**src/rtl/accum_warp_index_sequencer.sv**
```systemverilog
// Accumulate-path warp/config-id index sequencer.
// Expands one block descriptor into a stream of (id, warp, block offset,
// block-local offset) items. Disabled ids are skipped combinationally, so
// skipping costs no cycles. Degenerate descriptors are dropped with a pulse.
module accum_warp_index_sequencer #(
    parameter int N_CFG    = 4,
    parameter int VDIM     = 2,
    parameter int WBW      = 16,
    parameter int VSIZE    = 32,
    parameter int MAX_WARP = 32,
    localparam int NCFG_BW = $clog2(N_CFG + 1),
    localparam int CCV_BW  = $clog2($clog2(VSIZE) + 1),
    localparam int WID_BW  = $clog2(MAX_WARP)
) (
    input  logic                     i_clk,
    input  logic                     i_rst_n,
    input  logic                     src_rdy,
    output logic                     src_ack,
    input  logic [VDIM*WBW-1:0]      i_bofs,
    input  logic [VDIM*WBW-1:0]      i_aofs,
    input  logic [VDIM*WBW-1:0]      i_alofs,
    input  logic [VDIM*WBW-1:0]      i_bgrid_step,
    input  logic [VDIM*CCV_BW-1:0]   i_bsub_up_order,
    input  logic [VDIM*CCV_BW-1:0]   i_bsub_lo_order,
    input  logic [NCFG_BW-1:0]       i_id_beg,
    input  logic [NCFG_BW-1:0]       i_id_end,
    input  logic [NCFG_BW-1:0]       i_id_ret,
    input  logic [N_CFG-1:0]         i_id_mask,
    input  logic                     i_id_outer,
    input  logic                     i_islast,
    output logic                     dst_rdy,
    input  logic                     dst_ack,
    output logic [NCFG_BW-1:0]       o_id,
    output logic [WID_BW-1:0]        o_warpid,
    output logic [VDIM*WBW-1:0]      o_bofs,
    output logic [VDIM*WBW-1:0]      o_blofs,
    output logic [VDIM*WBW-1:0]      o_aofs,
    output logic [VDIM*WBW-1:0]      o_alofs,
    output logic                     o_retire,
    output logic                     o_islast,
    output logic                     o_drop,
    output logic                     o_warp_ovf
);

    typedef enum logic {IDLE, RUN} state_t;

    state_t                        state;
    logic [VDIM-1:0][WBW-1:0]      beg_q, cur_q;
    logic [VDIM-1:0][WBW:0]        end_q;
    logic [VDIM-1:0][CCV_BW-1:0]   up_q, lo_q;
    logic [N_CFG-1:0]              en_q;
    logic [NCFG_BW-1:0]            id_q, ret_q;
    logic                          outer_q, islast_q;
    logic [WID_BW-1:0]             wcnt_q;
    logic                          ovf_q, drop_q;
    logic [VDIM*WBW-1:0]           aofs_q, alofs_q;

    logic [VDIM-1:0][WBW-1:0]      in_beg;
    logic [VDIM-1:0][WBW:0]        in_end;
    logic [N_CFG-1:0]              in_en;
    logic                          in_degen;
    logic [NCFG_BW-1:0]            in_first;

    logic [VDIM-1:0]               dim_last;
    logic                          last_warp;
    logic [VDIM-1:0][WBW-1:0]      cur_nxt;
    logic                          carry;
    logic [N_CFG-1:0]              en_above;
    logic                          last_id;
    logic [NCFG_BW-1:0]            next_id, first_id;
    logic                          wcnt_wrap;
    logic [WID_BW-1:0]             wcnt_nxt;

    function automatic logic [NCFG_BW-1:0] lowest_set(input logic [N_CFG-1:0] m);
        logic [NCFG_BW-1:0] r;
        r = '0;
        for (int unsigned i = 0; i < N_CFG; i++) begin
            if (m[N_CFG-1-i]) r = NCFG_BW'(N_CFG-1-i);
        end
        return r;
    endfunction

    function automatic logic [WBW-1:0] vshuf(input logic [WBW-1:0] x,
                                             input logic [CCV_BW-1:0] up,
                                             input logic [CCV_BW-1:0] lo);
        logic [WBW-1:0] lm;
        lm = '1;
        lm = lm << lo;
        return (x & ~lm) | ((x & lm) << up);
    endfunction

    // Descriptor decode: scaled range per dim, enabled id set, degeneracy
    always_comb begin
        in_beg   = '0;
        in_end   = '0;
        in_en    = '0;
        in_degen = 1'b0;
        for (int unsigned k = 0; k < VDIM; k++) begin
            in_beg[k] = i_bofs[k*WBW +: WBW] >> i_bsub_up_order[k*CCV_BW +: CCV_BW];
            in_end[k] = ({1'b0, i_bofs[k*WBW +: WBW]} + {1'b0, i_bgrid_step[k*WBW +: WBW]})
                        >> i_bsub_up_order[k*CCV_BW +: CCV_BW];
            if (in_end[k] <= {1'b0, in_beg[k]}) in_degen = 1'b1;
        end
        for (int unsigned j = 0; j < N_CFG; j++) begin
            in_en[j] = i_id_mask[j] && (NCFG_BW'(j) >= i_id_beg) && (NCFG_BW'(j) < i_id_end);
        end
        if (in_en == '0) in_degen = 1'b1;
        in_first = lowest_set(in_en);
    end

    // Warp position: ND counter with the highest dim fastest, plus linear count
    always_comb begin
        dim_last = '0;
        cur_nxt  = cur_q;
        carry    = 1'b1;
        for (int unsigned k = 0; k < VDIM; k++) begin
            dim_last[k] = (({1'b0, cur_q[k]} + (WBW+1)'(1)) == end_q[k]);
        end
        for (int unsigned i = 0; i < VDIM; i++) begin
            if (carry) begin
                if (dim_last[VDIM-1-i]) begin
                    cur_nxt[VDIM-1-i] = beg_q[VDIM-1-i];
                end else begin
                    cur_nxt[VDIM-1-i] = cur_q[VDIM-1-i] + WBW'(1);
                    carry = 1'b0;
                end
            end
        end
        last_warp = &dim_last;
        wcnt_wrap = (wcnt_q == WID_BW'(MAX_WARP-1));
        wcnt_nxt  = wcnt_wrap ? '0 : wcnt_q + WID_BW'(1);
    end

    // Id stepping: next enabled id above the current one, or wrap to the first
    always_comb begin
        en_above = '0;
        for (int unsigned j = 0; j < N_CFG; j++) begin
            en_above[j] = en_q[j] && (NCFG_BW'(j) > id_q);
        end
        last_id  = (en_above == '0);
        next_id  = lowest_set(en_above);
        first_id = lowest_set(en_q);
    end

    // Shuffled block and block-local offsets of the current position
    always_comb begin
        o_bofs  = '0;
        o_blofs = '0;
        for (int unsigned k = 0; k < VDIM; k++) begin
            o_bofs[k*WBW +: WBW]  = vshuf(cur_q[k], up_q[k], lo_q[k]);
            o_blofs[k*WBW +: WBW] = vshuf(cur_q[k] - beg_q[k], up_q[k], lo_q[k]);
        end
    end

    assign src_ack    = (state == IDLE) && src_rdy;
    assign dst_rdy    = (state == RUN);
    assign o_id       = id_q;
    assign o_warpid   = wcnt_q;
    assign o_aofs     = aofs_q;
    assign o_alofs    = alofs_q;
    assign o_retire   = dst_rdy && last_warp && (id_q < ret_q);
    assign o_islast   = dst_rdy && last_warp && last_id && islast_q;
    assign o_drop     = drop_q;
    assign o_warp_ovf = ovf_q;

    // Sequencer FSM: descriptor capture in IDLE, item stepping in RUN
    always_ff @(posedge i_clk or negedge i_rst_n) begin
        if (!i_rst_n) begin
            state    <= IDLE;
            beg_q    <= '0;
            end_q    <= '0;
            cur_q    <= '0;
            up_q     <= '0;
            lo_q     <= '0;
            en_q     <= '0;
            id_q     <= '0;
            ret_q    <= '0;
            outer_q  <= 1'b0;
            islast_q <= 1'b0;
            wcnt_q   <= '0;
            ovf_q    <= 1'b0;
            drop_q   <= 1'b0;
            aofs_q   <= '0;
            alofs_q  <= '0;
        end else begin
            drop_q <= 1'b0;
            unique case (state)
                IDLE: begin
                    if (src_rdy) begin
                        beg_q    <= in_beg;
                        end_q    <= in_end;
                        cur_q    <= in_beg;
                        up_q     <= i_bsub_up_order;
                        lo_q     <= i_bsub_lo_order;
                        en_q     <= in_en;
                        id_q     <= in_first;
                        ret_q    <= i_id_ret;
                        outer_q  <= i_id_outer;
                        islast_q <= i_islast;
                        aofs_q   <= i_aofs;
                        alofs_q  <= i_alofs;
                        wcnt_q   <= '0;
                        ovf_q    <= 1'b0;
                        if (in_degen) drop_q <= 1'b1;
                        else          state  <= RUN;
                    end
                end
                RUN: begin
                    if (dst_ack) begin
                        if (!outer_q) begin
                            // id innermost: warp steps only when the id set wraps
                            if (!last_id) begin
                                id_q <= next_id;
                            end else begin
                                id_q <= first_id;
                                if (last_warp) begin
                                    state <= IDLE;
                                end else begin
                                    cur_q  <= cur_nxt;
                                    wcnt_q <= wcnt_nxt;
                                    if (wcnt_wrap) ovf_q <= 1'b1;
                                end
                            end
                        end else begin
                            // warp innermost: warp restarts at beg for each new id
                            if (!last_warp) begin
                                cur_q  <= cur_nxt;
                                wcnt_q <= wcnt_nxt;
                                if (wcnt_wrap) ovf_q <= 1'b1;
                            end else begin
                                cur_q  <= beg_q;
                                wcnt_q <= '0;
                                if (last_id) state <= IDLE;
                                else         id_q  <= next_id;
                            end
                        end
                    end
                end
                default: state <= IDLE;
            endcase
        end
    end

endmodule

```
**config.mk**
```make
export PLATFORM = sky130hd
export DESIGN_NAME = accum_warp_index_sequencer
export DESIGN_NICKNAME = d
export VERILOG_FILES = /design/src/rtl/accum_warp_index_sequencer.sv
export SDC_FILE = /design/constraint.sdc
export NUM_CORES = 1
export LEC_CHECK = 0
export CORE_ASPECT_RATIO = 0.5
export CORE_MARGIN = 2
export CORE_UTILIZATION = 50
export CTS_CLUSTER_DIAMETER = 60
export DETAILED_ROUTE_END_ITERATION = 16
export HOLD_SLACK_MARGIN = 0.1
export PLACE_DENSITY_LB_ADDON = 0.2
export SETUP_SLACK_MARGIN = 0.3
export SLEW_MARGIN = 20
export SYNTH_ARGS = -nofsm -noshare
export SYNTH_HDL_FRONTEND = slang
export SYNTH_SLANG_ARGS = --single-unit
```
**constraint.sdc**
```tcl
create_clock -name i_clk -period 3.6 [get_ports i_clk]
set_clock_uncertainty 0.1 [all_clocks]
set_input_delay 0.54 -clock i_clk [delete_from_list [all_inputs] [get_ports i_clk]]
set_output_delay 0.54 -clock i_clk [all_outputs]
set_load 0.005 [all_outputs]
```
==> impl_metrics.env <==
export IMPL_status="complete, but fails checks"
export IMPL_violations="negative setup slack"
export IMPL_crit_arrival_ns=4.50
export IMPL_dpl_cell_area_um2=24750
export IMPL_antenna_found_initial=0
export IMPL_critPathMaxFanout=3
export IMPL_cts_buffer_depth=2
export IMPL_clkLatencyLatePin_ns=0.47
export IMPL_ant_nets=0
export IMPL_fin_ws_ns=-0.6517
export IMPL_hold_path_end="o_aofs[6]"
export IMPL_root_buffer="clkbuf_16"
export IMPL_crit_type="in2reg"
export IMPL_ys_flop_type="dfrtp_1"
export IMPL_synth_seq_cells=193
export IMPL_hold_path_startpoint="o_aofs[6]"
export IMPL_dr_pass1_iters=6
export IMPL_drive_gt1_frac=0.3309
export IMPL_yosys_top_cells_area="dfrtp_1, nand2_1, mux2i_1"
export IMPL_yosysUniqueCellTypes=80
export IMPL_dieArea_um2=38030
export IMPL_dp_slack_ns=-1.516
export IMPL_nets=3298
export IMPL_io_pins=301
export IMPL_slew_headroom=0.2899
export IMPL_p_leak_nw=12.95
export IMPL_grt_max_degree=97
export IMPL_reg2reg_depth=16
export IMPL_cp_common_cell="a221oi_4"
export IMPL_place_inst=3383
export IMPL_fin_crit_ns=4.252
export IMPL_dr_first_iter_drc_count=2159
export IMPL_port_buffers=299
export IMPL_wl_per_cell_um=19.97
export IMPL_slowest_stage="or4_4"
export IMPL_peakVddDrop_v=0.0008649
export IMPL_die_y_um=138.9
export IMPL_row_count=49
export IMPL_synth_fp_nets=2590
export IMPL_min_path_type="reg2reg"
export IMPL_fmax_mhz=235.2
export IMPL_drv_cap=0
export IMPL_cts_buffers=17
export IMPL_required_ns=3.85
export IMPL_synth_top_area_share=0.2654
export IMPL_area_growth_syn_to_layout_pct=54.74
export IMPL_route_detailed_drc=0
export IMPL_path_clk_slew_ns=0.09
export IMPL_cts_num_sinks=193
export IMPL_die_w_um=273.8
export IMPL_seq_area_frac_synth=0.2654
export IMPL_hold_viol=0
export IMPL_maxSlewViolCount=0
export IMPL_r2r_start="cur_q[16]"
export IMPL_start_kind="primary input"
export IMPL_worst_pin_slew_ns=1.065
export IMPL_rsz0062_at_grt="true"
export IMPL_synth_top_area_cell="dfrtp_1"
export IMPL_cts_tree="done"
export IMPL_dp_hpwl_mm=48.29
export IMPL_avgSynthCellArea_um2=7.817
export IMPL_globalplace_congestion=0.9617
export IMPL_avgViaCountPerCell=6.010
export IMPL_yosys_cell_count_top_type="nand2_1"
export IMPL_startpoint="i_bofs[16]"
export IMPL_min_period_over_period=1.181
export IMPL_r2r_end="o_warpid[3]"
export IMPL_wl_mm=70.55
export IMPL_end_kind="flip-flop"
export IMPL_core_um2=35870
export IMPL_final_cell_area_um2=28160
export IMPL_async_reset_ff_frac=1.000
export IMPL_cts_max_level=4
export IMPL_cp_cell_sequence="buf_8, ha_4, inv_2, fa_2, nor2b_4, o31a_1, buf_6, o21ai_4, a21oi_4, o2111a_1, or4_4, a31oi_4, mux2i_2, ha_1, a21o_1, a221oi_4, o21ai_1, nand2_1, a31o_4, a221oi_4, a22o_1"
export IMPL_ys_top_cells_by_count="nand2_1, dfrtp_1, nor2_1"
export IMPL_r2r_slack_ns=-0.09
export IMPL_critPathMaxStageDelay_ns=0.54
export IMPL_grt_use_total=0.3453
export IMPL_fin_cells=3533
export IMPL_syn_inst=2328
export IMPL_pwr_density_cell_nw_per_um2=1014
export IMPL_grt_pass1_wl_mm=106.1
export IMPL_num_antenna_cells=0
export IMPL_finalSetupViolCount=52
export IMPL_vias=21230
export IMPL_grt_pass1_vias=20280
export IMPL_start_util=0.5074
export IMPL_holdPathStages=2
export IMPL_ys_warn_count=0
export IMPL_synth_edf_count=0
export IMPL_grt_overflow_total=0
export IMPL_syn_area_um2=18200
power breakdown:
part / internal [mW] / switching (mW) / total [mW]
logic: 11.3 / 11.0 / 22.4
clock network: 0.983 / 1.09 / 2.07
registers: 3.17 / 0.967 / 4.13
total: 15.5 / 13.1 / 28.6
critical path, delay by kind of cell:
family | cells | cell delay, ns
compound gates | 11 | 2.12
fa+ha+maj | 3 | 0.72
simple gates | 3 | 0.70
buf+inv | 3 | 0.31
mux | 1 | 0.11
cell families after synthesis:
group	share of synthesized area
flip-flops	0.2654
buffers and inverters	0.05411
other	0.0002061
AO/OA/AOI/OAI	0.2117
AND/OR/NAND/NOR	0.2233
adder cells (fa/ha/maj)	0.07247
multiplexers	0.1237
XOR/XNOR	0.04916
placed cells by master (no fill, tap or decap), types with 20 or more instances in the layout:
| cell type | Yosys | layout |
|---|---|---|
| xnor2_1 | 59 | 40 |
| dlygate4sd2_1 | 0 | 24 |
| buf_4 | 4 | 482 |
| o21ai_1 | 2 | 38 |
| a21o_1 | 42 | 41 |
| clkdlybuf4s50_1 | 0 | 223 |
| ha_1 | 99 | 66 |
| nor3_1 | 43 | 36 |
| nand3_1 | 57 | 54 |
| nand4_1 | 27 | 27 |
| buf_2 | 25 | 27 |
| buf_6 | 1 | 47 |
| a21oi_2 | 0 | 33 |
| xor2_1 | 38 | 29 |
| mux2_2 | 47 | 33 |
| a22o_1 | 20 | 20 |
| a21oi_1 | 142 | 101 |
| a31oi_1 | 32 | 27 |
| ha_4 | 0 | 29 |
| o21a_1 | 24 | 22 |
| nor2_1 | 181 | 162 |
| inv_1 | 86 | 71 |
| a211oi_1 | 39 | 23 |
| mux4_2 | 20 | 20 |
| nor2b_1 | 32 | 26 |
| nand2_1 | 419 | 406 |
| o21ai_0 | 172 | 111 |
| mux2i_1 | 127 | 113 |
| dfrtp_1 | 193 | 183 |
cell type report:
type	instances	area, um2
Clock inverter	14	195.2
Fill cell	2399	7705
Multi-Input combinational cell	1887	14400
Tap cell	484	605.6
Inverter	94	369.1
Clock buffer	18	439.2
Timing Repair Buffer	843	7312
Sequential cell	193	4842
sequential cells by signal, indices dropped and copies added (netlist names), 4 cells and up:
signal / cells
en_q: 4
lo_q: 6
end_q: 34
o_aofs: 32
cur_q: 32
beg_q: 32
o_alofs: 32
o_warpid: 5
up_q: 6
how the worst max path moves through the flow:
| stage | slack [ns] | cells after the start | end |
|---|---|---|---|
| 2_1_floorplan | -0.53 | 21 | dst_rdy |
| 3_3_place_gp | -1.35 | 22 | dst_rdy |
| 3_5_place_dp | -1.52 | 22 | dst_rdy |
| 4_1_cts | -0.48 | 13 | o_blofs[7] |
| 5_1_grt | -0.76 | 20 | dst_rdy |
| 6_report | -0.65 | 21 | dst_rdy |
routing by layer:
metal / global-route usage / part of all wire
met5: 0 / 0
met4: 0.09750 / 0.031
met3: 0.06769 / 0.088
met2: 0.5591 / 0.47
met1: 0.4698 / 0.42
stage by stage:
step / utilization / power, mW / hold WS, ns / setup TNS [ns]
after CTS: 0.7519 / 25.67 / 0.3844 / -8.994
after floorplan: - / 13.61 / 0.1444 / -0.9700
final: 0.7852 / 28.56 / 0.3793 / -9.764
after detailed placement: 0.6900 / 21.41 / 0.3614 / -13.50
after global routing: 0.7852 / 30.25 / 0.4022 / -14.90
after global placement: 0.6900 / 21.14 / 0.3564 / -10.19
timing repair:
action                     CTS  global route
pin swaps                  152           132
hold buffers                 1             0
resized for setup          424           215
setup endpoints to repair   95            96
setup buffers               66            47
hold endpoints to repair    59             0
cloned                       4             0
Power figures use the tool's default switching activity.
